==> src/rtl/sequence_ctrl.sv <==
// Step sequencer controller: records switch values into block RAM
// and loops them back out to the LEDs.
module sequence_ctrl #(
    parameter int DATA_WIDTH = 4,
    parameter int MEM_DEPTH  = 8,
    localparam int ADDR_WIDTH = $clog2(MEM_DEPTH)
) (
    input  logic                  clk,
    input  logic                  rst,
    input  logic                  rec_btn,
    input  logic                  play_btn,
    input  logic                  step_tick,
    input  logic [DATA_WIDTH-1:0] sw_data,
    output logic                  mem_w_en,
    output logic [ADDR_WIDTH-1:0] mem_w_addr,
    output logic [DATA_WIDTH-1:0] mem_w_data,
    output logic                  mem_r_en,
    output logic [ADDR_WIDTH-1:0] mem_r_addr,
    input  logic [DATA_WIDTH-1:0] mem_r_data,
    output logic [DATA_WIDTH-1:0] led,
    output logic                  recording,
    output logic                  playing
);

    typedef enum logic [1:0] {
        IDLE,
        RECORD,
        PLAY
    } state_t;

    localparam logic [ADDR_WIDTH-1:0] LAST = ADDR_WIDTH'(MEM_DEPTH - 1);

    state_t                state, state_n;
    logic [ADDR_WIDTH:0]   seq_len, seq_len_n;
    logic [ADDR_WIDTH-1:0] idx, idx_n;
    logic                  rd_valid, rd_valid_n;
    logic                  w_en_n, r_en_n;
    logic [ADDR_WIDTH-1:0] w_addr_n, r_addr_n;
    logic [DATA_WIDTH-1:0] w_data_n, led_n;
    logic                  recording_n, playing_n;

    always_comb begin
        state_n    = state;
        seq_len_n  = seq_len;
        idx_n      = idx;
        w_en_n     = 1'b0;
        w_addr_n   = mem_w_addr;
        w_data_n   = mem_w_data;
        r_en_n     = 1'b0;
        r_addr_n   = mem_r_addr;
        rd_valid_n = mem_r_en;
        led_n      = rd_valid ? mem_r_data : led;
        unique case (state)
            IDLE: begin
                if (rec_btn) begin
                    state_n   = RECORD;
                    idx_n     = '0;
                    seq_len_n = '0;
                end else if (play_btn && seq_len != '0) begin
                    state_n = PLAY;
                    idx_n   = '0;
                end
            end
            RECORD: begin
                if (rec_btn) begin
                    state_n = IDLE;
                end else if (step_tick) begin
                    w_en_n    = 1'b1;
                    w_addr_n  = idx;
                    w_data_n  = sw_data;
                    idx_n     = idx + 1'b1;
                    seq_len_n = seq_len + 1'b1;
                    if (idx == LAST) state_n = IDLE;
                end
            end
            PLAY: begin
                // stopping drops whatever read is still in flight
                if (play_btn) begin
                    state_n    = IDLE;
                    led_n      = '0;
                    rd_valid_n = 1'b0;
                end else if (step_tick) begin
                    r_en_n   = 1'b1;
                    r_addr_n = idx;
                    if ({1'b0, idx} == seq_len - 1'b1) idx_n = '0;
                    else idx_n = idx + 1'b1;
                end
            end
            default: state_n = IDLE;
        endcase
        recording_n = (state_n == RECORD);
        playing_n   = (state_n == PLAY);
    end

    always_ff @(posedge clk) begin
        if (rst) begin
            state      <= IDLE;
            seq_len    <= '0;
            idx        <= '0;
            rd_valid   <= 1'b0;
            mem_w_en   <= 1'b0;
            mem_w_addr <= '0;
            mem_w_data <= '0;
            mem_r_en   <= 1'b0;
            mem_r_addr <= '0;
            led        <= '0;
            recording  <= 1'b0;
            playing    <= 1'b0;
        end else begin
            state      <= state_n;
            seq_len    <= seq_len_n;
            idx        <= idx_n;
            rd_valid   <= rd_valid_n;
            mem_w_en   <= w_en_n;
            mem_w_addr <= w_addr_n;
            mem_w_data <= w_data_n;
            mem_r_en   <= r_en_n;
            mem_r_addr <= r_addr_n;
            led        <= led_n;
            recording  <= recording_n;
            playing    <= playing_n;
        end
    end

endmodule

==> config.mk <==
export PLATFORM = sky130hd
export DESIGN_NAME = sequence_ctrl
export DESIGN_NICKNAME = d
export VERILOG_FILES = /design/src/rtl/sequence_ctrl.sv
export SDC_FILE = /design/constraint.sdc
export NUM_CORES = 1
export LEC_CHECK = 0
export ABC_CLOCK_PERIOD_IN_PS = 2300
export CELL_PAD_IN_SITES_DETAIL_PLACEMENT = 1
export CELL_PAD_IN_SITES_GLOBAL_PLACEMENT = 1
export CORE_AREA = 2 2 73 58
export DETAILED_ROUTE_END_ITERATION = 12
export DIE_AREA = 0 0 75 60
export GPL_ROUTABILITY_DRIVEN = 0
export PLACE_DENSITY_LB_ADDON = 0.1
export SLEW_MARGIN = 10
export SYNTH_ARGS = -nofsm -noshare
export SYNTH_HDL_FRONTEND = slang
export SYNTH_SLANG_ARGS = --single-unit
==> constraint.sdc <==
create_clock -name clk -period 2.3 [get_ports clk]
set_clock_uncertainty 0.15 [all_clocks]
set_input_delay 0.345 -clock clk [delete_from_list [all_inputs] [get_ports clk]]
set_output_delay 0.345 -clock clk [all_outputs]
set_load 0.005 [all_outputs]
Yosys cells after proc, flatten, opt, wreduce, memory -nomap -nowiden
Index checks and enable logic that the tools add are counted.
{"block": "classes", "add_sub_neg": 3, "n_eq_ne": 12, "mux": 25, "bitwise": 4, "n_reduce_logical": 11}
{"op": "$mux 4", "count": 6}
{"op": "$mux 3", "count": 7}
{"op": "$mux 2", "count": 6}
{"op": "$ne 2x2->1 const B", "count": 5}
{"op": "$pmux 3 s3", "count": 1}
{"op": "$pmux 4 s2", "count": 1}
{"op": "$pmux 2 s3", "count": 1}
{"op": "$reduce_and 3->1", "count": 2}
{"op": "$reduce_and 6->1", "count": 1}
{"op": "$reduce_or 3->1", "count": 2}
{"op": "$add 4x1->4 const B", "count": 1}
{"op": "$eq 2x1->1 const B", "count": 2}
{"op": "$eq 2x2->1 const B", "count": 2}
{"op": "$eq 3x4->1", "count": 1}
{"op": "$not 1->1", "count": 4}
{"op": "$reduce_and 4->1", "count": 1}
{"op": "$reduce_bool 4->1", "count": 1}
{"op": "$sub 4x1->4 const B", "count": 1}
{"op": "$add 3x1->3 const B", "count": 1}
{"op": "$eq 3x3->1 const B", "count": 1}
{"op": "$mux 1", "count": 3}
{"op": "$ne 3x3->1 const B", "count": 1}
{"op": "$reduce_bool 3->1", "count": 1}
{"op": "$logic_not 2->1", "count": 1}
{"op": "other kinds (2)", "count": 2}
{"block": "word_totals", "register_bits": 28, "input_bits": 13, "word_cells": 67}

Depth between registers and ports, before layout
Gate-level depths: netlist of the first run.
{"block": "depth", "word_depth": 6, "ltp_mapped": 8}

Worst setup path after synthesis of the first run
OpenSTA, ideal clock, no wires.
{"block": "synth_path", "path_kind": "reg-to-reg", "start": "reg state[0]", "end": "reg idx[0]", "setup_ps": 75, "arrival_time_ps": 1495, "path_slack_ps": 580, "path_stages_with_launch": 8, "n_path_buf": 1, "path_cell_list": "dfxtp_1 inv_1 ha_1 clkbuf_2 and2b_2 a22oi_2 o2111ai_1 o22ai_1"}
{"block": "synth_via", "elab_chain_cells": 3}
{"element": "start: declaration", "line": "33", "text": "state_t state, state_n;"}
{"element": "start signal: assignment", "line": "110", "text": "state <= state_n;"}
{"element": "$eq 2x2->1 (tied with other cells)", "line": "53", "text": "unique case (state)"}
{"element": "$ne 2x2->1 (no source line) (tied with other cells)"}
{"element": "$reduce_and 6->1 (no source line)"}
{"element": "end signal: assignment", "line": "112", "text": "idx <= idx_n;"}
{"element": "end: declaration", "line": "35", "text": "logic [ADDR_WIDTH-1:0] idx, idx_n;"}
Several ways; a longest one is shown, not always the timed one.
A chain may end at the register's enable or synchronous reset.

Worst setup path in the final report of the first run
Ends and elaborated chain as after synthesis.

==> results of run 1 <==
## cell usage in the layout (no fill, tap or decap), drive strengths merged, types with 2 or more instances in the layout
| master | netlist | layout |
|---|---|---|
| clkdlybuf4s50 | 0 | 30 |
| dfxtp | 28 | 28 |
| nor2 | 20 | 20 |
| mux2i | 10 | 10 |
| inv | 9 | 9 |
| nand2 | 8 | 8 |
| ha | 8 | 8 |
| a21oi | 6 | 6 |
| nand3 | 5 | 5 |
| xnor2 | 4 | 4 |
| clkbuf | 3 | 4 |
| buf | 3 | 4 |
| nand2b | 3 | 3 |
| a21o | 3 | 3 |
| o21ai | 3 | 3 |
| nor3b | 3 | 3 |
| and2b | 3 | 3 |
| nand3b | 2 | 2 |
| xor2 | 2 | 2 |
| nor3 | 2 | 2 |
| o2111ai | 2 | 2 |
| nor2b | 2 | 2 |
| o2bb2ai | 2 | 2 |
| a22oi | 2 | 2 |
## cell families (layout without fill, tap and decap cells)
kind of cell,count (synthesis),in the layout
buffers and inverters,15,47
AO/OA/AOI/OAI,23,23
multiplexers,10,10
adder cells (fa/ha/maj),8,8
flip-flops,28,28
AND/OR/NAND/NOR,51,51
XOR/XNOR,6,6
## final timing paths
path / startpoint / end
worst min register to register: mem_r_en / rd_valid
worst min-delay path: mem_r_en / rd_valid
worst max register to register: state[0] / idx[0]
worst max-delay path: state[0] / idx[0]
## state kept, by name (all words and copies together), names as in the netlist
register and cells:
mem_r_addr 3, idx 3, state 2, mem_w_en 1, mem_r_en 1, led 4
rd_valid 1, seq_len 4, recording 1, mem_w_addr 3, playing 1, mem_w_data 4
## metrics by stage
step                      util (%)  total power, mW  hold WS, ps  setup WS, ps  instance area (µm²)
final                         45.3            0.904          276           361                 1730
after global routing          45.3            0.951          315           154                 1730
after CTS                     45.3            0.921          285           364                 1730
after detailed placement      43.9            0.610          271           169                 1680
after global placement        43.9            0.608          272           214                 1680
after floorplan                  -            0.564          275           580                 1310
## critical path, stage by stage, from the launching register on
cell	delay (ps)
dfxtp_1	420
inv_1	90
ha_1	310
and2b_2	250
a22oi_2	240
o2111ai_1	220
o22ai_1	190
## area by class of cell
type                            instances  area [µm²]
Tap cell                               55        68.8
Clock buffer                            4        55.1
Sequential cell                        28         561
Multi-Input combinational cell         98         686
Timing Repair Buffer                   34         330
Fill cell                             449        2090
Inverter                                9        33.8
## per-layer routing
layer,global-route usage [%],part of all wire [%],up-vias
met5,0,0,-
li1,-,-,541
met2,22.8,47,23
met4,3.06,0.31,0
met1,18.1,48,510
met3,4.38,4.5,2
## power by group through the flow
| stage | Clock (mW) | Sequential [mW] | Combinational, mW |
|---|---|---|---|
| 4_1_cts | 0.321 | 0.496 | 0.104 |
| 2_1_floorplan | 0 | 0.506 | 0.0581 |
| 6_report | 0.306 | 0.495 | 0.103 |
| 3_3_place_gp | 0 | 0.507 | 0.102 |
| 3_5_place_dp | 0 | 0.507 | 0.103 |
| 5_1_grt | 0.340 | 0.497 | 0.114 |
==> summary.md, run 1 <==
| Metric | Value |
|---|---|
| Fin cells | `228` |
| DIE AREA | `4500 µm²` |
| # IOs | `31` |
| Synth Warn # | `0` |
| Status | `finished, final reports clean` |
| Starting density of the core | `34.3%` |
| Setup CP Type | `reg -> reg` |
| Hold depth | `2` |
| Comb power frac | `11.4%` |
| Sequential fraction of the synthesis area | `42.7%` |
| Initial antenna violation count | `0` |
| Hold/Removal Path Class | `reg -> reg` |
| # clock sinks | `28` |
| R2R cell count | `6` |
| Worst setup EP type | `flip-flop` |
| Post-synth top cells | `dfxtp_1 (28), nor2_1 (20), mux2i_1 (10), inv_1 (9)` |
| Mean Syn Cell Area | `9.31 µm²` |
| H-tree levels | `1` |
| Vias in the first global route | `1063` |
| Synth Area in Adders | `7.63%` |
| Yosys top cell by area | `dfxtp_1` |
| DRC Markers | `0` |
| NetSw | `205 µW` |
| VDD IR max | `0.316 mV` |
| Yosys top cell area share | `42.7%` |
| Core area | `3830 µm²` |
| Synth area leaders | `dfxtp_1 (43%), ha_1 (7.6%), mux2i_1 (7.6%)` |
| Top FF cell, synth | `dfxtp_1` |
| Number of gates resized after CTS | `0` |
| Worst Path Required | `2360 ps` |
| WP data arrival | `1990 ps` |
| Tot GR Track Use | `14.0%` |
| Worst slew margin | `70.2%` |
| Number of buffers on the longest clock path | `2` |
| DIE HEIGHT | `60 µm` |
| Vias | `1076` |
| Grt ovf | `0` |
| Slew Limit Fails | `0` |
| Drt via density | `4.72` |
| Pin count of the biggest net entering global routing | `16` |
| Fmax | `516 MHz` |
| Final setup violation count | `0` |
| Sequential power share | `54.8%` |
| Worst-Margin Slew | `446 ps` |
| Post-Syn Instances | `141` |
| Dpl cells | `224` |
| Number of failing hold endpoints at the final stage | `0` |
| Share of cells above drive strength 1 | `9.25%` |
| Final min period | `1940 ps` |
| Antenna diodes | `0` |
| Largest family of logic cells by synthesized area | `simple AND/OR/NAND/NOR gates` |
| Max-cap viol count | `0` |
| # rows | `20` |
| R2R setup slack | `360 ps` |
| Setup Fix Bufs, Post-CTS | `0` |
| Cts hold-fix bufs | `0` |
| Syn nets | `162` |
| Final wirelength | `2870 µm` |
| Post-DRT Antenna Nets | `0` |
| Post-Synth Simple-Gate Area | `20.4%` |
| Avg WL per Cell | `12.6 µm` |
| Synth Area in Compound Gates | `12.6%` |
| Clk root buf | `clkbuf_8` |
| Setup TNS | `0 ps` |
| Period utilization | `84.3%` |
| Xor/xnor share of the synthesized area | `4.00%` |
| Power share of the clock group | `33.8%` |
| Most instantiated library cell after synthesis | `dfxtp_1` |
| Reg clk slew, reported paths | `100 ps` |
| CTS tree | `yes` |
| CP Max Fanout | `9` |
| Area Overhead vs Synth | `32.1%` |
| Synthesized area | `1310 µm²` |
| Pleak | `0.681 nW` |
| Startpoint type of the worst setup path | `flip-flop` |
| First-pass GRT wire length | `4760 µm` |
| Die width | `75 µm` |
| Final HPWL DP | `2260 µm` |
| Yosys reg bits | `28` |
| Power Dens Cells | `521 nW/µm²` |
| TritonCTS Buffers | `3` |
| Switch share | `22.7%` |
| Int Power | `699 µW` |
| TritonRoute pass-1 iters | `4` |
| Unique masters post-synth | `40` |
| Clock Latency Late Sink | `270 ps` |
| Post-synth EDFFs | `0` |
| First DRT Iteration DRCs | `17` |
| # port buffers | `30` |
| RSZ-0062 raised after global routing | `no` |
| Mux share of post-synthesis cell area | `7.63%` |
| Final net count | `195` |
| Async SR Flop Fraction | `0%` |
No activity file was read; power rests on OpenSTA's default activity.
==> run 2, diff against run 1 <==
Settings changed: ABC_CLOCK_PERIOD_IN_PS 2300 to 1700, CORE_AREA 2 2 73 58 to 2 2 76 60, DIE_AREA 0 0 75 60 to 0 0 78 62.
Clock period 2.3 ns to 1.7 ns, I/O delays scaled along.
==> summary.md, run 2 (synthesized netlist as in run 1, its figures left out) <==
| Metric | Value |
|---|---|
| Worst Path Required | `1740 ps` |
| WP data arrival | `1790 ps` |
| CTS tree | `yes` |
| Share of cells above drive strength 1 | `29.9%` |
| Vias in the first global route | `1204` |
| VDD IR max | `0.411 mV` |
| Worst-Margin Slew | `296 ps` |
| Final net count | `220` |
| Slew Limit Fails | `0` |
| Final HPWL DP | `2630 µm` |
| Period utilization | `103%` |
| Vias | `1171` |
| Worst path top cell family by delay | `simple AND/OR/NAND/NOR gates` |
| Worst slew margin | `80.2%` |
| Failing checks | `setup timing` |
| Cts hold-fix bufs | `0` |
| R2R setup slack | `-50 ps` |
| Startpoint type of the worst setup path | `flip-flop` |
| H-tree levels | `1` |
| # clock sinks | `28` |
| Number of failing hold endpoints at the final stage | `0` |
| Top Registers | `led: 4 flops, mem_w_data: 4 flops, seq_len: 4 flops` |
| Final setup margin | `-48.3 ps` |
| # port buffers | `30` |
| # IOs | `31` |
| Final Cell Area | `2030 µm²` |
| Initial antenna violation count | `0` |
| Clock Latency Late Sink | `270 ps` |
| Post-DRT Antenna Nets | `0` |
| Pin count of the biggest net entering global routing | `15` |
| First DRT Iteration DRCs | `21` |
| Tot GR Track Use | `14.8%` |
| # rows | `21` |
| Fin cells | `254` |
| Avg WL per Cell | `13.6 µm` |
| Cells along the critical path | `buf_6, ha_4, and2b_2, a21o_2, a22o_1, nor4b_2` |
| Final min period | `1750 ps` |
| Status | `finished with violations` |
| Dpl cell area | `1840 µm²` |
| Most common cell after layout, fill and taps aside | `clkdlybuf4s50_1` |
| Clk root buf | `clkbuf_8` |
| CP Max Fanout | `3` |
| Worst setup EP type | `flip-flop` |
| Drt via density | `4.61` |
| TritonRoute pass-1 iters | `3` |
| DIE HEIGHT | `62 µm` |
| Most frequent cells in the layout | `clkdlybuf4s50_1 (29), buf_4 (27), dfxtp_1 (24)` |
| Final wirelength | `3470 µm` |
| Power Dens Cells | `606 nW/µm²` |
| DP Worst Slack | `-244 ps` |
| Fmax | `572 MHz` |
| Hold/Removal Path Class | `reg -> reg` |
| Starting density of the core | `31.2%` |
| Reg clk slew, reported paths | `90 ps` |
| Pleak | `0.827 nW` |
| WP buf/inv | `1` |
| Grt ovf | `0` |
| FILL cells | `497` |
| First-pass GRT wire length | `5490 µm` |
| TritonCTS Buffers | `3` |
| DRC Markers | `0` |
| Slowest CP cell | `dfxtp_4` |
| RSZ-0062 raised after global routing | `yes` |
| Die width | `78 µm` |
| Final setup violation count | `2` |
| Core area | `4200 µm²` |
| Setup CP Type | `reg -> reg` |
| Design Power | `1.23 mW` |
| Area Overhead vs Synth | `54.9%` |
| CP max stage delay | `370 ps` |
| Antenna diodes | `0` |
| Dpl cells | `245` |
| DIE AREA | `4840 µm²` |
| Number of buffers on the longest clock path | `2` |
| Setup TNS | `-55.5 ps` |
| Hold slack | `280 ps` |
| Final core occ | `48.4%` |
| Max-cap viol count | `0` |
[run 2: final timing paths]
path              startpoint       end  depth (start not counted)
hold reg to reg     mem_r_en  rd_valid                          2
setup / recovery    state[1]   playing                          6
hold / removal      mem_r_en  rd_valid                          2
setup reg to reg    state[1]   playing                          6
[run 2: area by class of cell]
class	count	area, µm²	area share, %
well taps	57	71.3	3.51
flip-flops and latches	28	571	28.1
repair buffers	59	528	26.0
clock buffers	3	41.3	2.03
inverters	9	38.8	1.91
multi-input cells	98	783	38.5
[run 2: layer usage]
metal  vias up  wire length [µm]  global-route usage [%]
li1        587                 -                       -
met1       561              1520                    16.6
met2        19              1800                    28.8
met3         4               122                    3.90
met4         0                26                    3.76
met5         -                 0                       0
[run 2: power by group]
| group | internal, mW | switching, mW | leakage [nW] |
|---|---|---|---|
| clock network | 0.159 | 0.195 | 0.0216 |
| registers | 0.662 | 0.00654 | 0.229 |
| logic | 0.119 | 0.0899 | 0.577 |
| total | 0.940 | 0.291 | 0.827 |
[run 2: worst min-delay path, cell delays in order, from the launching register on]
cell     delay [ps]
dfxtp_1         320
inv_1            50
nor2_1           30
[run 2: repair_timing]
item / in CTS / in global routing
resized for setup: 16 / 15
gates cloned: 0 / 0
endpoints found under the setup margin: 9 / 10
buffers inserted: 4 / 2
pin swaps: 5 / 10
